### src/rtl/act_if.sv
// Valid/ready handshake and data bundle for the activation stage.
// The master drives beats in and accepts results; the slave is act_unit.
interface act_if #(
   parameter int unsigned DATA_WIDTH = 16,
   parameter int unsigned CHANNELS   = 4
);

   logic                               in_valid;
   logic                               in_ready;
   logic [CHANNELS*2*DATA_WIDTH-1:0]   in_x;
   logic [1:0]                         in_mode;
   logic                               out_valid;
   logic                               out_ready;
   logic [CHANNELS*DATA_WIDTH-1:0]     out_y;
   logic [CHANNELS-1:0]                out_grad;

   modport master (
      output in_valid,
      output in_x,
      output in_mode,
      output out_ready,
      input  in_ready,
      input  out_valid,
      input  out_y,
      input  out_grad
   );

   modport slave (
      input  in_valid,
      input  in_x,
      input  in_mode,
      input  out_ready,
      output in_ready,
      output out_valid,
      output out_y,
      output out_grad
   );

endinterface

### src/rtl/act_unit.sv
// Multi-channel activation stage: saturating truncation of double-width accumulators
// followed by a per-beat selectable ReLU variant, derivative mask and saturation counter.
module act_unit #(
   parameter int unsigned            DATA_WIDTH    = 16,
   parameter int unsigned            FRAC_WIDTH    = 8,
   parameter int unsigned            CHANNELS      = 4,
   parameter int unsigned            LEAK_SHIFT    = 3,
   parameter logic [DATA_WIDTH-1:0]  CLIP_MAX      = 16'h0600,
   parameter int unsigned            SAT_CNT_WIDTH = 16
) (
   input  logic                      clk,
   input  logic                      rst_n,
   act_if.slave                      bus,
   input  logic                      sat_clr,
   output logic [SAT_CNT_WIDTH-1:0]  sat_count
);

   localparam int unsigned W    = DATA_WIDTH;
   localparam int unsigned F    = FRAC_WIDTH;
   localparam int unsigned XW   = 2 * DATA_WIDTH;
   localparam int unsigned TopW = W - F + 1;
   localparam int unsigned PopW = $clog2(CHANNELS + 1);

   typedef enum logic [1:0] {
      ModeSat   = 2'b00,
      ModeRelu  = 2'b01,
      ModeLeaky = 2'b10,
      ModeClip  = 2'b11
   } mode_e;

   typedef struct packed {
      logic [W-1:0] y;
      logic         grad;
      logic         flag;
   } lane_res_t;

   // Saturate the accumulator to Q(W-F).F, then apply the selected activation.
   function automatic lane_res_t lane_eval(input logic [XW-1:0] x, input mode_e mode);
      lane_res_t           r;
      logic                neg;
      logic [TopW-1:0]     top;
      logic                ovf_pos;
      logic                ovf_neg;
      logic [W-1:0]        v;
      logic signed [W-1:0] v_s;
      logic signed [W-1:0] leak;
      logic                pos;
      logic                below_clip;

      neg     = x[XW-1];
      top     = x[XW-1 -: TopW];
      ovf_pos = !neg && (|top);
      ovf_neg = neg && !(&top);

      if (ovf_pos) begin
         v = {1'b0, {(W-1){1'b1}}};
      end else if (ovf_neg) begin
         v = {1'b1, {(W-1){1'b0}}};
      end else begin
         v = x[F +: W];
      end

      v_s        = $signed(v);
      leak       = v_s >>> LEAK_SHIFT;
      pos        = !neg && (|x);
      below_clip = v_s < $signed(CLIP_MAX);

      r = '0;
      case (mode)
         ModeSat: begin
            r.y    = v;
            r.grad = 1'b1;
            r.flag = ovf_pos || ovf_neg;
         end
         ModeRelu: begin
            r.y    = neg ? '0 : v;
            r.grad = pos;
            r.flag = ovf_pos;
         end
         ModeLeaky: begin
            r.y    = neg ? $unsigned(leak) : v;
            r.grad = !neg;
            r.flag = ovf_pos || ovf_neg;
         end
         ModeClip: begin
            r.y    = neg ? '0 : (below_clip ? v : CLIP_MAX);
            r.grad = pos && below_clip;
            r.flag = ovf_pos;
         end
         default: r = '0;
      endcase
      return r;
   endfunction

   // Stage 1: raw beat
   logic                    s1_valid_q;
   logic [CHANNELS*XW-1:0]  s1_x_q;
   mode_e                   s1_mode_q;

   // Stage 2: results
   logic                    s2_valid_q;
   logic [CHANNELS*W-1:0]   s2_y_q;
   logic [CHANNELS-1:0]     s2_grad_q;
   logic [CHANNELS*W-1:0]   s2_y_d;
   logic [CHANNELS-1:0]     s2_grad_d;

   logic [SAT_CNT_WIDTH-1:0] sat_count_q;
   logic [SAT_CNT_WIDTH-1:0] sat_count_d;
   logic [SAT_CNT_WIDTH:0]   sat_sum;
   logic [PopW-1:0]          flag_cnt;

   logic adv2;
   logic accept;

   lane_res_t lane_r [CHANNELS];

   assign adv2        = s1_valid_q && (!s2_valid_q || bus.out_ready);
   assign bus.in_ready = !s1_valid_q || adv2;
   assign accept      = bus.in_valid && bus.in_ready;

   for (genvar g = 0; g < CHANNELS; g++) begin : g_lane
      assign lane_r[g] = lane_eval(s1_x_q[g*XW +: XW], s1_mode_q);
   end

   always_comb begin
      s2_y_d    = '0;
      s2_grad_d = '0;
      flag_cnt  = '0;
      for (int i = 0; i < CHANNELS; i++) begin
         s2_y_d[i*W +: W] = lane_r[i].y;
         s2_grad_d[i]     = lane_r[i].grad;
         flag_cnt         = flag_cnt + PopW'(lane_r[i].flag);
      end
   end

   // Extra carry bit detects overflow so the counter clamps instead of wrapping.
   assign sat_sum = {1'b0, sat_count_q} + (SAT_CNT_WIDTH+1)'(flag_cnt);

   always_comb begin
      sat_count_d = sat_count_q;
      if (sat_clr) begin
         sat_count_d = '0;
      end else if (adv2) begin
         sat_count_d = sat_sum[SAT_CNT_WIDTH] ? '1 : sat_sum[SAT_CNT_WIDTH-1:0];
      end
   end

   always_ff @(posedge clk or negedge rst_n) begin
      if (!rst_n) begin
         s1_valid_q <= 1'b0;
         s1_x_q     <= '0;
         s1_mode_q  <= ModeSat;
      end else if (accept) begin
         s1_valid_q <= 1'b1;
         s1_x_q     <= bus.in_x;
         s1_mode_q  <= mode_e'(bus.in_mode);
      end else if (adv2) begin
         s1_valid_q <= 1'b0;
      end
   end

   always_ff @(posedge clk or negedge rst_n) begin
      if (!rst_n) begin
         s2_valid_q <= 1'b0;
         s2_y_q     <= '0;
         s2_grad_q  <= '0;
      end else if (adv2) begin
         s2_valid_q <= 1'b1;
         s2_y_q     <= s2_y_d;
         s2_grad_q  <= s2_grad_d;
      end else if (bus.out_ready) begin
         s2_valid_q <= 1'b0;
      end
   end

   always_ff @(posedge clk or negedge rst_n) begin
      if (!rst_n) begin
         sat_count_q <= '0;
      end else begin
         sat_count_q <= sat_count_d;
      end
   end

   assign bus.out_valid = s2_valid_q;
   assign bus.out_y     = s2_y_q;
   assign bus.out_grad  = s2_grad_q;
   assign sat_count     = sat_count_q;

endmodule

### src/flat_wrapper.sv
// flat-port wrapper written by rule: the top's interface ports become plain ports
module act_unit_flat 
#(
   parameter int unsigned            DATA_WIDTH    = 16,
   parameter int unsigned            FRAC_WIDTH    = 8,
   parameter int unsigned            CHANNELS      = 4,
   parameter int unsigned            LEAK_SHIFT    = 3,
   parameter logic [DATA_WIDTH-1:0]  CLIP_MAX      = 16'h0600,
   parameter int unsigned            SAT_CNT_WIDTH = 16
)
  (clk, rst_n, sat_clr, sat_count, bus_in_valid, bus_in_x, bus_in_mode, bus_out_ready, bus_in_ready, bus_out_valid, bus_out_y, bus_out_grad);
  act_if #(.DATA_WIDTH(DATA_WIDTH), .CHANNELS(CHANNELS)) bus_i ();
  input  logic clk;
  input  logic rst_n;
  input  logic sat_clr;
  output logic [SAT_CNT_WIDTH-1:0] sat_count;
  input wire logic [$bits(bus_i.in_valid)-1:0] bus_in_valid;
  input wire logic [$bits(bus_i.in_x)-1:0] bus_in_x;
  input wire logic [$bits(bus_i.in_mode)-1:0] bus_in_mode;
  input wire logic [$bits(bus_i.out_ready)-1:0] bus_out_ready;
  output wire logic [$bits(bus_i.in_ready)-1:0] bus_in_ready;
  output wire logic [$bits(bus_i.out_valid)-1:0] bus_out_valid;
  output wire logic [$bits(bus_i.out_y)-1:0] bus_out_y;
  output wire logic [$bits(bus_i.out_grad)-1:0] bus_out_grad;
  assign bus_i.in_valid = bus_in_valid;
  assign bus_i.in_x = bus_in_x;
  assign bus_i.in_mode = bus_in_mode;
  assign bus_i.out_ready = bus_out_ready;
  assign bus_in_ready = bus_i.in_ready;
  assign bus_out_valid = bus_i.out_valid;
  assign bus_out_y = bus_i.out_y;
  assign bus_out_grad = bus_i.out_grad;
  act_unit #(.DATA_WIDTH(DATA_WIDTH), .FRAC_WIDTH(FRAC_WIDTH), .CHANNELS(CHANNELS), .LEAK_SHIFT(LEAK_SHIFT), .CLIP_MAX(CLIP_MAX), .SAT_CNT_WIDTH(SAT_CNT_WIDTH)) u_core (.clk(clk), .rst_n(rst_n), .bus(bus_i), .sat_clr(sat_clr), .sat_count(sat_count));
endmodule
### config.mk
export PLATFORM = sky130hd
export DESIGN_NAME = act_unit_flat
export DESIGN_NICKNAME = d
export VERILOG_FILES = /design/src/rtl/act_if.sv /design/src/rtl/act_unit.sv /design/src/flat_wrapper.sv
export SDC_FILE = /design/constraint.sdc
export NUM_CORES = 1
export LEC_CHECK = 0
export CORE_MARGIN = 8
export CORE_UTILIZATION = 40
export DETAILED_ROUTE_END_ITERATION = 12
export GPL_ROUTABILITY_DRIVEN = 0
export PLACE_DENSITY = 0.66
export SLEW_MARGIN = 20
export SYNTH_ARGS = -nofsm -noshare
export SYNTH_HDL_FRONTEND = slang
export SYNTH_SLANG_ARGS = --single-unit
### constraint.sdc
create_clock -name clk -period 7.85 [get_ports clk]
set_input_delay 1.57 -clock clk [delete_from_list [all_inputs] [get_ports clk]]
set_output_delay 1.57 -clock clk [all_outputs]
set_load 0.02 [all_outputs]
==> results.cfg <==
[cells_and_area]
drive_gt1_frac = 0.0820
area_delta_synth_final_pct = 32.5
fin_nets = 1262
layout_common_cells = clkdlybuf4s50_1 (219), dfrtp_1 (216), mux2_1 (100), nand2_1 (84), a21oi_1 (75)
fillerInstances = 2230
layout.cells.most_common = clkdlybuf4s50_1

[timing]
post-route-min-period_ps = 4630
min_period_over_period = 0.590
rsz0062_at_grt = no
maxSlewViolCount = 0
worst-slew-pin-transition_ps = 1100
max_clock_freq_mhz = 216
finClkSkew_ps = 9.14
setup_viol = 0
slew_headroom = 0.266
tns_ps = 0
finalHoldViolations = 0

[yosys]
ys_types = 58
avgSynthCellArea_um2 = 10.9
syn_inst = 919
syn_nets = 1065
ys_warn_count = 0
syn_area_mm2 = 0.0101
synthArstFlopShare = 1.00
yosys_register_bits = 216
ys_seq_area_frac = 0.538
synth_edf_count = 0
synth-main-ff-cell = dfrtp_1

[worst_setup_path]
arrival_ps = 3060
critPathKind = in2out
ff2ff_setup_slack_ps = 3560
cp-end-kind = primary output
cp_slowest_cell = clkdlybuf4s50_1
crit_path_cell_trace = clkdlybuf4s50_1 -> nand2b_1 -> or2_2 -> clkdlybuf4s50_1
critPathMaxFanout = 5
crit_path_max_incr_delay_ps = 550
critPathBufInv = 2
crit_top_cell = clkdlybuf4s50_1
critical_path_required_ps = 6280
crit_path_start_kind = input port
crit_family = buffers and inverters

[routing]
dr.pass1.iters = 5
wire_per_inst_um = 19.4
antenna_left = 0
wl_um = 28400
drc = 0
vias = 7918
dr.first_iter.drc_count = 535
avgViaCountPerCell = 5.40

[cts]
cts_setup_buffers = 0
numCtsBuffers = 25
htreeDepth = 1
cts_tree = yes
clock_sinks = 216
clk_pin_slew_ps = 50
clock_latency_ps = 510
cts-root-buf = clkbuf_16
cts.repair.resized = 0
clockBufferDepth = 3
cts_hold_buf = 0

[die]
start_util = 0.403
dieArea_mm2 = 0.0305
ios = 221
die_w_um = 175
core_area_mm2 = 0.0250
fp-row-count = 58
die_y_um = 175

[status]
status = finished clean

[global_route]
track_usage = 0.182
grt.overflow.total = 0
antenna_found_initial = 6
grt_pass1_vias = 8011
grt_pass1_wl_um = 45300
grt_max_degree = 89

[power]
power.leakage_nw = 5.44
peakVddDrop_uv = 167
power.density_mw_per_mm2 = 265
totalPowerFinal_mw = 3.54

[placement]
dp_hpwl_um = 20400
port_buffers = 220

[run]
maxCapViolations = 0

[hold_path]
hp-class = reg2reg
routing by layer:
metal  wire length [um]  GRT usage  vias to the layer above
li1                   -          -                     3767
met1              12500      0.240                     3877
met2              13300      0.290                      217
met3               1890     0.0506                       49
met4                706     0.0512                        8
met5                 44          0                        -
final timing paths:
path | endpoint | from | depth (start not counted)
worst max-delay path | bus_in_ready | bus_out_ready | 4
worst min-delay path | u_core.bus.out_y[37]$_DFFE_PN0P_ | u_core.bus.out_y[37]$_DFFE_PN0P_ | 2
worst max register to register | u_core.sat_count[8]$_DFFE_PN0P_ | u_core.s1_x_q[30]$_DFFE_PN0P_ | 15
worst min register to register | u_core.bus.out_y[37]$_DFFE_PN0P_ | u_core.bus.out_y[37]$_DFFE_PN0P_ | 2
max in group asynchronous | u_core.s1_x_q[91]$_DFFE_PN0P_ | rst_n | 2
min in group asynchronous | u_core.s1_x_q[103]$_DFFE_PN0P_ | rst_n | 1
where the power goes:
| group | switching (mW) | internal (mW) | leakage (nW) |
|---|---|---|---|
| Sequential | 0.161 | 1.31 | 2.59 |
| Clock | 0.454 | 0.690 | 0.387 |
| Combinational | 0.483 | 0.434 | 2.46 |
through the flow:
step	utilization	cells	area, um^2	hold WS, ps	setup slack, ps
final	0.534	1466	13300	476	3220
after global routing	0.534	1466	13300	500	3160
after global placement	0.501	1419	12500	460	3230
after detailed placement	0.501	1419	12500	470	3190
after CTS	0.533	1464	13300	482	3170
after floorplan	-	919	10100	457	4090
layout make-up:
cell class | instances | area (um^2) | share of cell area
diodes | 2 | 5.00 | 0.000376
flip-flops and latches | 216 | 5410 | 0.406
clock inverters | 8 | 97.6 | 0.00732
multi-input cells | 628 | 4350 | 0.327
repair buffers | 231 | 2290 | 0.172
well taps | 330 | 413 | 0.0310
inverters | 14 | 52.6 | 0.00394
clock buffers | 37 | 711 | 0.0533
registers in the layout, summed over array words and instances (netlist names):
signal	flops
u_core.s1_x_q	128
u_core.bus.out_y	64
u_core.sat_count	16
u_core.bus.out_valid	1
u_core.bus.out_grad	4
u_core.s1_mode_q	2
u_core.s1_valid_q	1
tightest hold or removal path: stages, from the launching register on:
cell,delay [ps]
dfrtp_1,340
nand2_1,50
o31ai_1,50
cell families (layout without fill, tap and decap cells):
family / Yosys count / after routing / share of synthesized area
adders and majority gates: 11 / 11 / 0.0152
buffers and inverters: 75 / 290 / 0.0312
other: 0 / 2 / 0
and+or+nand+nor: 274 / 274 / 0.135
DFF: 216 / 216 / 0.538
muxes: 133 / 133 / 0.149
xor gates and xnor gates: 1 / 1 / 0.000871
AOI/OAI and AO/OA: 209 / 209 / 0.132
synth_stat cells, types with 4 or more instances:
| master | n | area, um^2 |
|---|---|---|
| dfrtp_1 | 216 | 5410 |
| mux2_1 | 100 | 1130 |
| nand2_1 | 86 | 323 |
| a21oi_1 | 75 | 375 |
| nor2_1 | 67 | 251 |
| clkbuf_1 | 34 | 128 |
| mux2_2 | 31 | 349 |
| o21ai_1 | 30 | 150 |
| nor3_1 | 29 | 145 |
| o31ai_1 | 26 | 195 |
| buf_2 | 23 | 115 |
| nor4_1 | 23 | 144 |
| a22o_1 | 17 | 149 |
| inv_1 | 13 | 48.8 |
| a31oi_1 | 12 | 75.1 |
| and3_1 | 12 | 75.1 |
| nand4_1 | 11 | 68.8 |
| nand3_1 | 10 | 50.1 |
| o22ai_1 | 10 | 62.6 |
| ha_1 | 9 | 113 |
| or4_1 | 8 | 60.1 |
| a211oi_1 | 6 | 45.0 |
| a21o_1 | 4 | 30.0 |
| a221oi_1 | 4 | 35.0 |
| a311oi_1 | 4 | 35.0 |
| nor2b_1 | 4 | 25.0 |
| nor3_2 | 4 | 40.0 |
Note: power is estimated with default switching activity, not from simulation.
